**config.mk**
```make
export PLATFORM = sky130hd
export DESIGN_NAME = mram_host_serializer
export DESIGN_NICKNAME = d
export VERILOG_FILES = /design/src/rtl/mram_host_pkg.sv /design/src/rtl/mram_ser_shift.sv /design/src/rtl/mram_host_serializer.sv
export SDC_FILE = /design/constraint.sdc
export NUM_CORES = 1
export LEC_CHECK = 0
export CORE_UTILIZATION = 50
export CTS_BUF_LIST = sky130_fd_sc_hd__clkbuf_2 sky130_fd_sc_hd__clkbuf_4 sky130_fd_sc_hd__clkbuf_8
export CTS_CLUSTER_SIZE = 30
export DETAILED_ROUTE_END_ITERATION = 12
export PLACE_DENSITY = 0.78
export SLEW_MARGIN = 0
export SYNTH_ARGS = -nofsm -noshare
export SYNTH_HDL_FRONTEND = slang
export SYNTH_HIERARCHICAL = 1
export SYNTH_SLANG_ARGS = --single-unit
```
**constraint.sdc**
```tcl
create_clock -name clk -period 2.87 [get_ports clk]
set_clock_uncertainty 0.15 [all_clocks]
set_input_delay 0.287 -clock clk [delete_from_list [all_inputs] [get_ports clk]]
set_output_delay 0.287 -clock clk [all_outputs]
set_load 0.02 [all_outputs]
```
**src/rtl/mram_host_pkg.sv**
```systemverilog
// rtl/mram_host_pkg.sv - Shared states, read/write select codes and default widths for the MRAM host serializer
package mram_host_pkg;

    localparam int ADDR_W_DEF     = 20;
    localparam int DATA_W_DEF     = 16;
    localparam int LEN_W_DEF      = 8;
    localparam int ACCESS_CYC_DEF = 4;

    localparam logic [2:0] RW_IDLE  = 3'b000;
    localparam logic [2:0] RW_WRITE = 3'b001;
    localparam logic [2:0] RW_READ  = 3'b010;

    typedef enum logic [2:0] {
        IDLE    = 3'd0,
        LOAD    = 3'd1,
        ACCESS  = 3'd2,
        CAPTURE = 3'd3,
        WDATA   = 3'd4,
        WSHIFT  = 3'd5
    } state_t;

    function automatic int max2(input int a, input int b);
        return (a > b) ? a : b;
    endfunction

endpackage

```
**src/rtl/mram_ser_shift.sv**
```systemverilog
// rtl/mram_ser_shift.sv - Parallel-load shift register, serial out at the MSB and serial in at the LSB
module mram_ser_shift #(
    parameter int W = 16
) (
    input  logic         clk,
    input  logic         rst,
    input  logic         load,
    input  logic [W-1:0] load_data,
    input  logic         shift_en,
    input  logic         shift_in,
    output logic [W-1:0] q
);

    always_ff @(posedge clk or negedge rst) begin
        if (!rst) begin
            q <= '0;
        end else if (load) begin
            q <= load_data;
        end else if (shift_en) begin
            q <= {q[W-2:0], shift_in};
        end
    end

endmodule

```
**src/rtl/mram_host_serializer.sv**
```systemverilog
// rtl/mram_host_serializer.sv - Parallel command front end serialising onto the MRAM integration top
module mram_host_serializer
    import mram_host_pkg::*;
#(
    parameter int ADDR_W     = ADDR_W_DEF,
    parameter int DATA_W     = DATA_W_DEF,
    parameter int LEN_W      = LEN_W_DEF,
    parameter int ACCESS_CYC = ACCESS_CYC_DEF
) (
    input  logic              clk,
    input  logic              rst,
    input  logic              cmd_valid,
    output logic              cmd_ready,
    input  logic              cmd_write,
    input  logic              cmd_burst,
    input  logic [ADDR_W-1:0] cmd_addr,
    input  logic [LEN_W-1:0]  cmd_len,
    input  logic [DATA_W-1:0] cmd_wdata,
    input  logic              wdata_valid,
    output logic              wdata_ready,
    input  logic [DATA_W-1:0] wdata,
    output logic              rsp_valid,
    output logic [DATA_W-1:0] rsp_data,
    output logic              busy,
    output logic              burst_en,
    output logic              mode_sel,
    output logic              burst_len_ser,
    output logic              addr_ser,
    output logic              data_ser,
    output logic [2:0]        read_write_sel,
    input  logic              ser_rdata
);

    localparam int CNT_W = $clog2(max2(max2(ADDR_W, ACCESS_CYC), DATA_W) + 1);
    localparam logic [CNT_W-1:0] LOAD_LAST   = CNT_W'(ADDR_W - 1);
    localparam logic [CNT_W-1:0] ACCESS_LAST = CNT_W'(ACCESS_CYC - 1);
    localparam logic [CNT_W-1:0] WORD_LAST   = CNT_W'(DATA_W - 1);
    localparam logic [CNT_W-1:0] LEN_START   = CNT_W'(ADDR_W - LEN_W);
    localparam logic [CNT_W-1:0] WD_START    = CNT_W'(ADDR_W - DATA_W);

    state_t            state_q;
    state_t            state_d;
    logic [CNT_W-1:0]  cnt_q;
    logic [LEN_W-1:0]  beats_q;
    logic              write_q;
    logic              burst_q;
    logic              ready_en_q;
    logic              rsp_valid_q;

    logic              cmd_accept;
    logic              wdata_accept;
    logic              beat_done;
    logic              last_beat;
    logic              load_last;
    logic              access_last;
    logic              word_last;
    logic [LEN_W-1:0]  n_beats;

    logic [ADDR_W-1:0] addr_sr;
    logic [LEN_W-1:0]  len_sr;
    logic [DATA_W-1:0] wd_sr;
    logic [DATA_W-1:0] cap_sr;
    logic [DATA_W-1:0] wd_load;
    logic              wd_load_en;
    logic              addr_shift;
    logic              len_shift;
    logic              wd_shift;
    logic              cap_shift;
    logic              unused_bits;

    assign cmd_accept   = cmd_valid && cmd_ready;
    assign wdata_accept = (state_q == WDATA) && wdata_valid;
    assign load_last    = (cnt_q == LOAD_LAST);
    assign access_last  = (cnt_q == ACCESS_LAST);
    assign word_last    = (cnt_q == WORD_LAST);
    assign last_beat    = (beats_q == LEN_W'(1));
    assign beat_done    = ((state_q == ACCESS) && access_last && write_q) ||
                          ((state_q == CAPTURE) && word_last);

    // A burst with a zero length still performs one beat.
    assign n_beats = (cmd_burst && (cmd_len != '0)) ? cmd_len : LEN_W'(1);

    always_ff @(posedge clk or negedge rst) begin
        if (!rst) begin
            state_q <= IDLE;
        end else begin
            state_q <= state_d;
        end
    end

    always_comb begin
        state_d = state_q;
        case (state_q)
            IDLE: begin
                if (cmd_accept) state_d = LOAD;
            end
            LOAD: begin
                if (load_last) state_d = ACCESS;
            end
            ACCESS: begin
                if (access_last) begin
                    if (!write_q)      state_d = CAPTURE;
                    else if (last_beat) state_d = IDLE;
                    else               state_d = WDATA;
                end
            end
            CAPTURE: begin
                if (word_last) state_d = last_beat ? IDLE : ACCESS;
            end
            WDATA: begin
                if (wdata_valid) state_d = WSHIFT;
            end
            WSHIFT: begin
                if (word_last) state_d = ACCESS;
            end
            default: state_d = IDLE;
        endcase
    end

    always_comb begin
        cmd_ready      = 1'b0;
        busy           = 1'b0;
        burst_en       = 1'b0;
        mode_sel       = 1'b0;
        read_write_sel = RW_IDLE;
        wdata_ready    = 1'b0;
        addr_ser       = 1'b0;
        burst_len_ser  = 1'b0;
        data_ser       = 1'b0;
        addr_shift     = 1'b0;
        len_shift      = 1'b0;
        wd_shift       = 1'b0;
        cap_shift      = 1'b0;
        case (state_q)
            IDLE: begin
                cmd_ready = ready_en_q;
            end
            LOAD: begin
                // Length and write data are right-aligned to the end of the address phase.
                addr_shift    = 1'b1;
                addr_ser      = addr_sr[ADDR_W-1];
                len_shift     = (cnt_q >= LEN_START);
                burst_len_ser = len_shift && len_sr[LEN_W-1];
                wd_shift      = write_q && (cnt_q >= WD_START);
                data_ser      = wd_shift && wd_sr[DATA_W-1];
            end
            ACCESS: begin
                read_write_sel = write_q ? RW_WRITE : RW_READ;
            end
            CAPTURE: begin
                cap_shift = 1'b1;
            end
            WDATA: begin
                wdata_ready = 1'b1;
            end
            WSHIFT: begin
                wd_shift = 1'b1;
                data_ser = wd_sr[DATA_W-1];
            end
            default: ;
        endcase
        if (state_q != IDLE) begin
            busy     = 1'b1;
            burst_en = burst_q;
            mode_sel = burst_q;
        end
    end

    always_ff @(posedge clk or negedge rst) begin
        if (!rst) begin
            cnt_q       <= '0;
            beats_q     <= '0;
            write_q     <= 1'b0;
            burst_q     <= 1'b0;
            ready_en_q  <= 1'b0;
            rsp_valid_q <= 1'b0;
        end else begin
            // Holds cmd_ready low for the first cycle after reset release.
            ready_en_q  <= 1'b1;
            rsp_valid_q <= (state_q == CAPTURE) && word_last;
            if ((state_d != state_q) || (state_q == IDLE) || (state_q == WDATA)) begin
                cnt_q <= '0;
            end else begin
                cnt_q <= cnt_q + 1'b1;
            end
            if (cmd_accept) begin
                beats_q <= n_beats;
                write_q <= cmd_write;
                burst_q <= cmd_burst;
            end else if (beat_done) begin
                beats_q <= beats_q - 1'b1;
            end
        end
    end

    assign wd_load_en = cmd_accept || wdata_accept;
    assign wd_load    = (state_q == WDATA) ? wdata : cmd_wdata;

    mram_ser_shift #(.W(ADDR_W)) u_addr_shift (
        .clk       (clk),
        .rst       (rst),
        .load      (cmd_accept),
        .load_data (cmd_addr),
        .shift_en  (addr_shift),
        .shift_in  (1'b0),
        .q         (addr_sr)
    );

    mram_ser_shift #(.W(LEN_W)) u_len_shift (
        .clk       (clk),
        .rst       (rst),
        .load      (cmd_accept),
        .load_data (n_beats),
        .shift_en  (len_shift),
        .shift_in  (1'b0),
        .q         (len_sr)
    );

    mram_ser_shift #(.W(DATA_W)) u_wdata_shift (
        .clk       (clk),
        .rst       (rst),
        .load      (wd_load_en),
        .load_data (wd_load),
        .shift_en  (wd_shift),
        .shift_in  (1'b0),
        .q         (wd_sr)
    );

    mram_ser_shift #(.W(DATA_W)) u_rdata_capture (
        .clk       (clk),
        .rst       (rst),
        .load      (1'b0),
        .load_data ('0),
        .shift_en  (cap_shift),
        .shift_in  (ser_rdata),
        .q         (cap_sr)
    );

    // The capture register holds the word until the next CAPTURE, which is at least one access window away.
    assign rsp_valid   = rsp_valid_q;
    assign rsp_data    = cap_sr;
    assign unused_bits = ^{addr_sr[ADDR_W-2:0], len_sr[LEN_W-2:0], wd_sr[DATA_W-2:0]};

endmodule
```
==> impl_metrics.ini <==
[sta]
setup_viol = 0
slew_violations = 0
rsz0062_at_grt = false
hold_viol = 0
layout_setup_ws_ns = 0.163
period_minus_slack_ns = 2.71
clock.fmax_mhz = 369
final.period_utilization_pct = 94.3
worst_pin_slew_ns = 1.01
slew_headroom_pct = 32.9
tns_ns = 0

[placed_design]
preCtsSetupSlack_ns = 0.558
portBuffers = 93
place_congestion = 0.823
dpl.hpwl_um = 6260

[power]
p_leak_nw = 2.09
combPwrFrac_pct = 10.9
peakVddDrop_mv = 0.213
pwr-share-seq_pct = 51.9
p_int_mw = 1.71
p_switching_uw = 552
p_clk_share_pct = 37.2
p_per_area_nw_per_um2 = 408
switching_share_pct = 24.4

[hold_path]
min_path_type = primary input to flip-flop

[logic_synthesis]
synth_area_sq_um = 4290
synth_edf_count = 0
avgSynthCellArea_sq_um = 10.0
synth_cells = 429
dominantRegCellSynth = dfrtp_1
ys.warnings.count = 6
seq_area_frac_synth_pct = 46.7
ys_ff_latch = 80
async_flop_share_pct = 100
synth_cell_types = 46

[die]
core_sq_um = 8260
die_y_um = 94.6
row_count = 33
boundaryPins = 95
die_x_um = 94.6
start_util_pct = 51.9
dieArea_sq_um = 8950

[detailed_routing]
drc = 0
via_count = 3338
wl_met1_um = 4100
dr.first_iter.drc_count = 189
viasPerCell = 5.13
wl_per_cell_um = 13.5
first_pass_iters = 4
route.top_layer_used = met4
wl_met3_um = 424
ant_nets = 0
wl_um = 8780
wl_met2_um = 4150

[critical_path]
path_max_fanout = 13
cp-start-kind = flip-flop
path_buf_inv = 1
crit_type = flip-flop to output pin
endpoint_kind = output pin
crit_chain = nand2b_1 > nor3_1 > and2_1 > clkdlybuf4s50_1
critPathTopFamily = simple AND/OR/NAND/NOR gates
crit_required_ns = 2.43
crit_arrival_ns = 2.27
cpPeakStageDelay_ns = 0.63
crit_slowest_cell = dfrtp_1

[finish]
nets = 613
layout_common_cells = clkdlybuf4s50_1 (92), nand2_1 (80), dfrtp_1 (80)
drive_above_1_share_pct = 10.1
syn_to_final_growth_pct = 29.5
layout_commonest_cell = clkdlybuf4s50_1
final_core_util_pct = 67.2
diodes = 0

[cts]
clk_latency_ns = 0.35
root_buffer = clkbuf_8
cts_resized = 0
cts-buffers-inserted = 9
htree_levels = 3
path_clk_slew_ns = 0.09
clockBufferDepth = 2
cts_tree = done
clock_sinks = 80

[global_route]
track_usage_pct = 21.1
grt_pass1_wl_um = 14700
grt_start_max_net_pins = 81
antenna_found_initial = 0
gr-total-overflow = 0
grt_pass1_vias = 3240

[status]
status = finished clean

[job]
maxCapViolCount = 0
==> stage by stage <==
stage                     instance area [sq um]  power (mW)  std cells  hold WS [ns]
final                                      5550        2.26        651         0.320
after global routing                       5550        2.36        651         0.328
after CTS                                  5550        2.28        651         0.313
after detailed placement                   5340        1.44        634         0.311
after global placement                     5340        1.44        634         0.303
after floorplan                            4380        1.28        453        -0.159
==> cell families (layout without fill, tap and decap cells) <==
family                   Yosys count  after routing  synth area share (%)
flip-flops                        80             80                  46.7
multiplexers                      78             78                  18.7
AO/OA/AOI/OAI                     80             80                  10.2
AND/OR/NAND/NOR                  142            142                  15.8
XOR/XNOR                           8              8                  1.63
adder cells (fa/ha/maj)            5              5                  1.46
buffers and inverters             34            127                  5.22
other                              2             26                 0.175
==> sequential cells by signal, summed over array words and instances (netlist names) <==
signal	flops
burst_q	1
u_addr_shift/q	20
ready_en_q	1
beats_q	8
cnt_q	5
state_q	3
u_rdata_capture/q	16
u_wdata_shift/q	16
u_len_shift/q	8
write_q	1
rsp_valid	1
==> layer usage <==
metal  GRT usage, %  vias to the layer above
met4           7.07                        0
met1           28.2                     1574
met3           3.14                        9
met5              0                        -
met2           35.0                       79
li1               -                     1676
==> path summary, 6_finish.rpt <==
kind / from / to / slack (ns) / cells past startpoint
max in group asynchronous: rst / u_len_shift/q[1]$_DFFE_PN0P_ / 1.43 / 2
max reg2reg: cnt_q[0]$_DFF_PN0_ / cnt_q[4]$_DFF_PN0_ / 0.62 / 8
max: state_q[0]$_DFF_PN0_ / burst_len_ser / 0.16 / 4
min: cmd_addr[1] / u_addr_shift/q[1]$_DFFE_PN0P_ / 0.32 / 3
min in group asynchronous: rst / u_rdata_capture/q[7]$_DFFE_PN0P_ / 0.49 / 2
min reg2reg: burst_q$_DFFE_PN0P_ / burst_q$_DFFE_PN0P_ / 0.33 / 2
==> what timing repair did <==
item,CTS,global route
hold buffers,1,0
buffers inserted,0,0
hold endpoints to repair,40,0
==> Yosys cell counts (all sizes together) (3+ instances only) <==
library cell  count  area [sq um]
nand2b            3          18.8
nor3              5          25.0
o21ai            67           350
nand4             3          18.8
clkbuf            7          26.3
xor2              6          52.6
ha                5          62.6
nand2            80           300
nand3b            3          22.5
dfrtp            80          2000
nor2             15          56.3
nor2b             3          18.8
mux2             18           203
a21oi             6          30.0
and2             13          82.6
inv               8          30.0
nand3             5          30.0
mux2i            60           601
buf              19           168
==> power groups by stage <==
stage / clock, mW / combinational, mW / sequential, mW
floorplan: 0 / 0.0578 / 1.22
global placement: 0 / 0.240 / 1.20
detailed placement: 0 / 0.245 / 1.20
CTS: 0.860 / 0.247 / 1.18
global route: 0.916 / 0.270 / 1.18
finish: 0.843 / 0.246 / 1.18
==> worst reg2reg max path: cells and delay by family (launching register included) <==
family | cells | cell delay, ns
flip-flops | 1 | 0.40
AO/OA/AOI/OAI | 1 | 0.12
adder cells (fa/ha/maj) | 2 | 0.50
multiplexers | 1 | 0.39
AND/OR/NAND/NOR | 4 | 0.62
==> layout make-up <==
cell class,instances,area [sq um]
clock buffer,10,131
clock inverter,6,68.8
fill,672,2710
inverter,8,30.0
multi-input combinational,339,2170
sequential,80,2000
tap,105,131
timing repair buffer,103,1020
Note: power is estimated with default switching activity, not from simulation.
